$ cat config.mk
export PLATFORM = sky130hd
export DESIGN_NAME = uart_word_tx
export DESIGN_NICKNAME = d
export VERILOG_FILES = /design/src/rtl/uart_word_tx_pkg.sv /design/src/rtl/uart_byte_tx.sv /design/src/rtl/uart_word_tx.sv
export SDC_FILE = /design/constraint.sdc
export NUM_CORES = 1
export LEC_CHECK = 0
export CAP_MARGIN = 30
export CORE_UTILIZATION = 57
export CTS_CLUSTER_DIAMETER = 40
export DETAILED_ROUTE_END_ITERATION = 8
export PLACE_DENSITY = 0.81
export SYNTH_ARGS = -nofsm -noshare
export SYNTH_HDL_FRONTEND = slang
export SYNTH_HIERARCHICAL = 1
export SYNTH_SLANG_ARGS = --single-unit
$ cat constraint.sdc
create_clock -name clk -period 6.95 [get_ports clk]
set_input_delay 1.39 -clock clk [delete_from_list [all_inputs] [get_ports clk]]
set_output_delay 1.39 -clock clk [all_outputs]
set_load 0.03 [all_outputs]
$ cat src/rtl/uart_word_tx_pkg.sv
// Shared UART definitions for the word transmitter and the loader's receiver.
package uart_word_tx_pkg;

   localparam int unsigned UART_DATA_BITS = 8;
   localparam int unsigned WORD_W         = 32;

   typedef enum logic [1:0] {
      ST_IDLE  = 2'd0,
      ST_START = 2'd1,
      ST_DATA  = 2'd2,
      ST_STOP  = 2'd3
   } uart_state_e;

endpackage

$ cat src/rtl/uart_byte_tx.sv
// Byte-level 8N1 serialiser; a new byte may be taken at the end of a stop bit
// so consecutive frames follow with no idle gap.
module uart_byte_tx
   import uart_word_tx_pkg::*;
#(
   parameter int unsigned CLKS_PER_BIT = 16
) (
   input  logic       clk,
   input  logic       rst,
   input  logic [7:0] byte_data,
   input  logic       byte_valid,
   output logic       byte_ready_c,
   output logic       idle_c,
   output logic       frame_done_c,
   output logic       tx,
   output logic       busy
);

   localparam int unsigned CLK_W = (CLKS_PER_BIT > 1) ? $clog2(CLKS_PER_BIT) : 1;
   localparam int unsigned BIT_W = $clog2(UART_DATA_BITS);

   uart_state_e               state, state_d;
   logic [CLK_W-1:0]          bit_clk, bit_clk_d;
   logic [BIT_W-1:0]          bit_idx, bit_idx_d;
   logic [UART_DATA_BITS-1:0] shreg, shreg_d;
   logic                      tx_d;
   logic                      bit_end;

   assign bit_end      = (bit_clk == CLK_W'(CLKS_PER_BIT - 1));
   assign idle_c       = (state == ST_IDLE);
   assign frame_done_c = (state == ST_STOP) && bit_end;
   assign byte_ready_c = !rst && (idle_c || frame_done_c);

   // Next-state and next-value logic; tx is registered from tx_d.
   always_comb begin
      state_d   = state;
      bit_clk_d = bit_clk + CLK_W'(1);
      bit_idx_d = bit_idx;
      shreg_d   = shreg;
      tx_d      = tx;
      case (state)
         ST_IDLE: begin
            bit_clk_d = '0;
            if (byte_valid) begin
               state_d   = ST_START;
               shreg_d   = byte_data;
               bit_idx_d = '0;
               tx_d      = 1'b0;
            end
         end
         ST_START: begin
            if (bit_end) begin
               state_d   = ST_DATA;
               bit_clk_d = '0;
               tx_d      = shreg_d[0];
            end
         end
         ST_DATA: begin
            if (bit_end) begin
               bit_clk_d = '0;
               if (bit_idx == BIT_W'(UART_DATA_BITS - 1)) begin
                  state_d = ST_STOP;
                  tx_d    = 1'b1;
               end else begin
                  bit_idx_d = bit_idx + BIT_W'(1);
                  shreg_d   = shreg >> 1;
                  tx_d      = shreg_d[0];
               end
            end
         end
         ST_STOP: begin
            if (bit_end) begin
               bit_clk_d = '0;
               bit_idx_d = '0;
               if (byte_valid) begin
                  state_d = ST_START;
                  shreg_d = byte_data;
                  tx_d    = 1'b0;
               end else begin
                  state_d = ST_IDLE;
               end
            end
         end
         default: state_d = ST_IDLE;
      endcase
   end

   always_ff @(posedge clk) begin
      if (rst) begin
         state   <= ST_IDLE;
         bit_clk <= '0;
         bit_idx <= '0;
         shreg   <= '0;
         tx      <= 1'b1;
         busy    <= 1'b0;
      end else begin
         state   <= state_d;
         bit_clk <= bit_clk_d;
         bit_idx <= bit_idx_d;
         shreg   <= shreg_d;
         tx      <= tx_d;
         busy    <= (state_d != ST_IDLE);
      end
   end

endmodule

$ cat src/rtl/uart_word_tx.sv
// Word sequencer: latches a word on handshake and feeds its bytes, LSB first,
// to the byte serialiser; counts completed words.
module uart_word_tx
   import uart_word_tx_pkg::*;
#(
   parameter int unsigned CLKS_PER_BIT   = 16,
   parameter int unsigned BYTES_PER_WORD = 4,
   parameter int unsigned CNT_W          = 16
) (
   input  logic             clk,
   input  logic             rst,
   input  logic [31:0]      word_data,
   input  logic             word_valid,
   output logic             word_ready,
   output logic             tx,
   output logic             busy,
   output logic [CNT_W-1:0] words_sent
);

   localparam int unsigned IDX_W = (BYTES_PER_WORD > 1) ? $clog2(BYTES_PER_WORD) : 1;

   logic [WORD_W-1:0] word_sh;
   logic [IDX_W-1:0]  byte_idx;
   logic [7:0]        byte_data;
   logic              byte_valid;
   logic              byte_ready_c;
   logic              idle_c;
   logic              frame_done_c;
   logic              last_byte;
   logic              byte_take;

   assign last_byte  = (byte_idx == IDX_W'(BYTES_PER_WORD - 1));
   assign word_ready = idle_c && !rst;
   // In IDLE the first byte goes straight from word_data so tx falls right after accept.
   assign byte_valid = idle_c ? word_valid : !last_byte;
   assign byte_data  = idle_c ? word_data[7:0] : word_sh[7:0];
   assign byte_take  = byte_valid && byte_ready_c;

   uart_byte_tx #(
      .CLKS_PER_BIT(CLKS_PER_BIT)
   ) u_byte_tx (
      .clk         (clk),
      .rst         (rst),
      .byte_data   (byte_data),
      .byte_valid  (byte_valid),
      .byte_ready_c(byte_ready_c),
      .idle_c      (idle_c),
      .frame_done_c(frame_done_c),
      .tx          (tx),
      .busy        (busy)
   );

   // word_sh always holds the next byte to send in its low 8 bits.
   always_ff @(posedge clk) begin
      if (rst) begin
         word_sh    <= '0;
         byte_idx   <= '0;
         words_sent <= '0;
      end else if (byte_take) begin
         if (idle_c) begin
            word_sh  <= word_data >> 8;
            byte_idx <= '0;
         end else begin
            word_sh  <= word_sh >> 8;
            byte_idx <= byte_idx + IDX_W'(1);
         end
      end else if (frame_done_c) begin
         byte_idx   <= '0;
         words_sent <= words_sent + CNT_W'(1);
      end
   end

endmodule
## Word-level counts from Yosys, hierarchy flattened

Cells that the tools add are included.

- Output and inout bits: 19
- Bits in registers: 69
- Bits of input ports: 35
- Word-level logic and storage cells: 72

- $add $sub $neg: 4
- Equality and inequality tests: 11
- Mux-type cells: 31
- Reduce and logical (&&, ||, !) cells: 16
- Bitwise operators: 1

Operators by type and width:

| kind | count |
|---|---|
| $mux 8 | 5 |
| $mux 24 | 1 |
| $pmux 8 s3 | 1 |
| $add 16x1->16 const B | 1 |
| $mux 2 | 8 |
| $mux 3 | 4 |
| $pmux 3 s3 | 1 |
| $pmux 2 s4 | 1 |
| $pmux 4 s2 | 1 |
| $mux 1 | 7 |
| $eq 2x2->1 const B | 3 |
| $ne 2x1->1 const B | 3 |
| $reduce_and 5->1 | 1 |
| $add 4x1->4 const B | 1 |
| $eq 4x4->1 const B | 1 |
| $logic_and 1x1->1 | 4 |
| $mux 4 | 1 |
| $ne 2x2->1 const B | 2 |
| $pmux 1 s4 | 1 |
| $reduce_and 4->1 | 1 |
| $reduce_bool 2->1 | 2 |
| $add 3x1->3 const B | 1 |
| $eq 3x3->1 const B | 1 |
| $reduce_and 3->1 | 1 |
| 9 further kinds | 10 |

## Depth between registers and ports, before layout

- Word-level depth: 7
- Depth in mapped cells: 11
- Depth with buffers taken out: 8

## Hierarchy

Netlist, hierarchy kept.

By module, submodules not included:

| module | area each (um^2) | cells an instance | instances | sequential area each (um^2) |
|---|---|---|---|---|
| uart_word_tx | 2031.9 | 226 | 1 | 840.8 |
| uart_byte_tx | 1074.8 | 118 | 1 | 380.4 |

## Least setup slack after synthesis

OpenSTA, ideal clock, no wires.

- Path type: input to output
- Start: input port rst
- End: output port word_ready
- Stages: 2
- Arrival: 2.010 ns
- Data required time: 5.560 ns
- Slack: 3.550 ns
- Path buffers: 1
- Path through: buf_1 > nor2b_1

- Longest elaborated chain between the ends: 2

RTL lines:

| item | line | RTL |
|---|---|---|
| start, declared | uart_word_tx.sv:11 | `input logic rst,` |
| $logic_not 1->1 | uart_word_tx.sv:33 | `assign word_ready = idle_c && !rst;` |
| $logic_and 1x1->1 | uart_word_tx.sv:33 |  |
| end, declared | uart_word_tx.sv:14 | `output logic word_ready,` |

Every way passes these cells.

## Final worst setup path

Ends and elaborated chain as after synthesis.

==> impl_metrics.yaml <==
status:
  status: "complete, no violations"
power_and_ir_drop:
  p_total_uw: 944
  p_clk_frac: 0.347
  seqPwrFrac: 0.426
  p_switching_uw: 268
  cellPowerDensity_mw_per_mm2: 249
  peakVddDrop_mv: 0.172
  comb_power_share: 0.227
  p_leak_uw: 0.00140
  internal_power_uw: 676
  swShare: 0.284
layout:
  antenna_cells: 0
  final_area_sq_mm: 0.00380
  syn_to_final_growth_pct: 22.2
  nFillCells: 419
  final_nets: 428
  layout-drive-gt1-share: 0.111
drt:
  routedWlPerCell_um: 14.1
  routed_wl_um: 6460
  avgViaCountPerCell: 5.82
  dr.pass1.iters: 4
  vias: 2667
  drc: 0
  drtIter0Drc: 74
  antenna_left: 0
floorplanning:
  core_sq_mm: 0.00517
  ios: 54
  die_y_um: 75.8
  die_w_um: 75.8
  dieArea_sq_mm: 0.00575
  rows: 26
  initial_utilization: 0.601
sta:
  fmax_mhz: 242
  relSlewSlack: 0.462
  setup_ws_ns: 2.82
  setup_viol: 0
  fin_crit_ns: 4.13
  rsz0062_at_grt: "false"
  holdWs_ns: 0.449
  slew_violations: 0
  tightest_slew_ns: 0.808
  skew_ns: 0.00813
  tns_ns: 0
  finalHoldViolCount: 0
  fin_crit_sh: 0.594
synth:
  synth_top_area_cell: "dfxtp_1"
  ys_seq_area_frac: 0.393
  synth_edf_count: 0
  synth_top_cell_area_share: 0.393
  ys_async_sr_fraction: 0
  syn_nets: 389
  synthTopCellsByArea: "dfxtp_1, mux2i_1, a21oi_1"
  ys_ff_latch: 61
  syn_area_per_cell_sq_um: 9.03
  synth_flop_cell: "dfxtp_1"
  syn_inst: 344
  ys_warn_count: 6
  synth_cell_types: 49
  syn_area_sq_mm: 0.00311
min_path:
  hold_class: "reg -> reg"
critical_path:
  slowest_delay_ns: 0.62
  path_max_fanout: 62
  crit_chain: "buf_2 -> buf_4 -> nor2b_1 -> clkdlybuf4s50_1"
  cpMaxStageDelayCell: "clkdlybuf4s50_1"
  critical_path.top_delay_family: "buffers and inverters"
  end_kind: "primary output"
  path_buf_inv: 3
  reg2reg_slack_ns: 4.07
  cp.required_ns: 5.56
  path_class: "in -> out"
  start_kind: "input port"
  crit_arrival_ns: 2.74
run:
  drv_cap: 0
clock_network:
  ctsHoldBuffers: 0
  root_buffer: "clkbuf_8"
  cts_setup_buffers: 0
  cts_tree: "done"
  cts.clk_slew.worst_paths_ns: 0.06
  cts-resized-gates: 0
  cts.path.max_buffers: 2
  clock_sinks: 61
  cts_made_buffers: 9
  htree_levels: 3
  clock_latency_ns: 0.34
placement:
  dpl_cell_area_sq_mm: 0.00358
  preCtsSetupSlack_ns: 2.82
  dp_hpwl_um: 4220
  io_buffers: 53
  place_congestion: 0.782
grt:
  gr-total-overflow: 0
  grt_usage: 0.242
  antenna_found_initial: 0
  grt_pass1_vias: 2310
  grt_max_degree: 63
  grt_pass1_wl_um: 10400
==> metal layers <==
| metal | up-vias | track usage | share of wire | routed length [um] |
|---|---|---|---|---|
| li1 | 1342 | - | - | - |
| met1 | 1259 | 0.298 | 0.44 | 2850 |
| met2 | 61 | 0.386 | 0.50 | 3200 |
| met3 | 5 | 0.102 | 0.055 | 358 |
| met4 | 0 | 0.0720 | 0.0077 | 50 |
| met5 | - | 0 | 0 | 0 |
==> power by group through the flow <==
stage	Clock (uW)	Combinational [uW]	Sequential, uW
after global routing	350	236	405
after global placement	0	209	408
after floorplan	0	174	409
after detailed placement	0	213	409
final	327	214	402
after CTS	333	216	402
==> cells in the mapped netlist, types with 3 or more instances <==
cell	n
mux2_2	10
or3_1	3
a211oi_2	7
buf_4	4
clkbuf_1	16
nor3_1	4
o21ai_0	6
a2111oi_0	3
nor2b_1	11
o31ai_1	9
or4_1	9
nor2_1	29
nand4_1	3
and3_1	5
a211oi_1	17
a21oi_1	26
a221oi_1	7
a22oi_1	3
nand3_1	21
mux2i_1	16
dfxtp_1	61
ha_1	10
nand2_1	17
inv_1	13
buf_6	5
==> cells in the final DEF, fill, tap and decap left out, types with 12 or more instances in the layout <==
master           netlist  final
mux2i_1               16     16
a21oi_1               26     26
clkbuf_8               0     12
nand3_1               21     21
inv_1                 13     13
nor2_1                29     29
dfxtp_1               61     61
a211oi_1              17     17
nand2_1               17     17
clkdlybuf4s50_1        0     52
==> metrics by stage <==
step / util / cells
2_1_floorplan: - / 344
3_3_place_gp: 0.693 / 442
3_5_place_dp: 0.693 / 442
4_1_cts: 0.734 / 458
5_1_grt: 0.734 / 458
6_report: 0.734 / 458
==> layout make-up <==
type	instances	area [sq um]	share of cell area
Clock buffer	13	169	0.0445
Clock inverter	3	42.5	0.0112
Inverter	13	48.8	0.0129
Multi-Input combinational cell	242	1680	0.442
Sequential cell	61	1220	0.322
Tap cell	70	87.6	0.0231
Timing Repair Buffer	56	548	0.144
==> flip-flops by register name (all words and copies together) (netlist names) <==
| register | cells |
|---|---|
| u_byte_tx/shreg | 8 |
| u_byte_tx/state | 2 |
| byte_idx | 2 |
| words_sent | 16 |
| u_byte_tx/bit_idx | 3 |
| u_byte_tx/busy | 1 |
| u_byte_tx/bit_clk | 4 |
| word_sh | 24 |
| u_byte_tx/tx | 1 |
==> logic make-up after synthesis <==
logic type / Yosys count / share of synthesized area
fa+ha+maj: 10 / 0.0403
compound gates: 89 / 0.213
buf+inv: 41 / 0.0673
simple gates: 115 / 0.193
flops: 61 / 0.393
xor+xnor: 2 / 0.00564
mux: 26 / 0.0878
==> worst reg2reg max path: stages, from the launching register on <==
cell and delay [ns]:
dfxtp_1 0.35, inv_1 0.15, ha_2 0.18, buf_4 0.42
nor2_1 0.11, nor2_1 0.20, a21boi_4 0.56, buf_4 0.48
nor2_1 0.10, a211oi_1 0.24
==> final timing paths <==
kind | end | startpoint | cells past startpoint
max | word_ready | rst | 4
min reg2reg | u_byte_tx/bit_clk[0] | u_byte_tx/bit_clk[0] | 1
min | u_byte_tx/bit_clk[0] | u_byte_tx/bit_clk[0] | 1
max reg2reg | word_sh[3] | u_byte_tx/state[0] | 9
No activity file was read; power rests on OpenSTA's default activity.
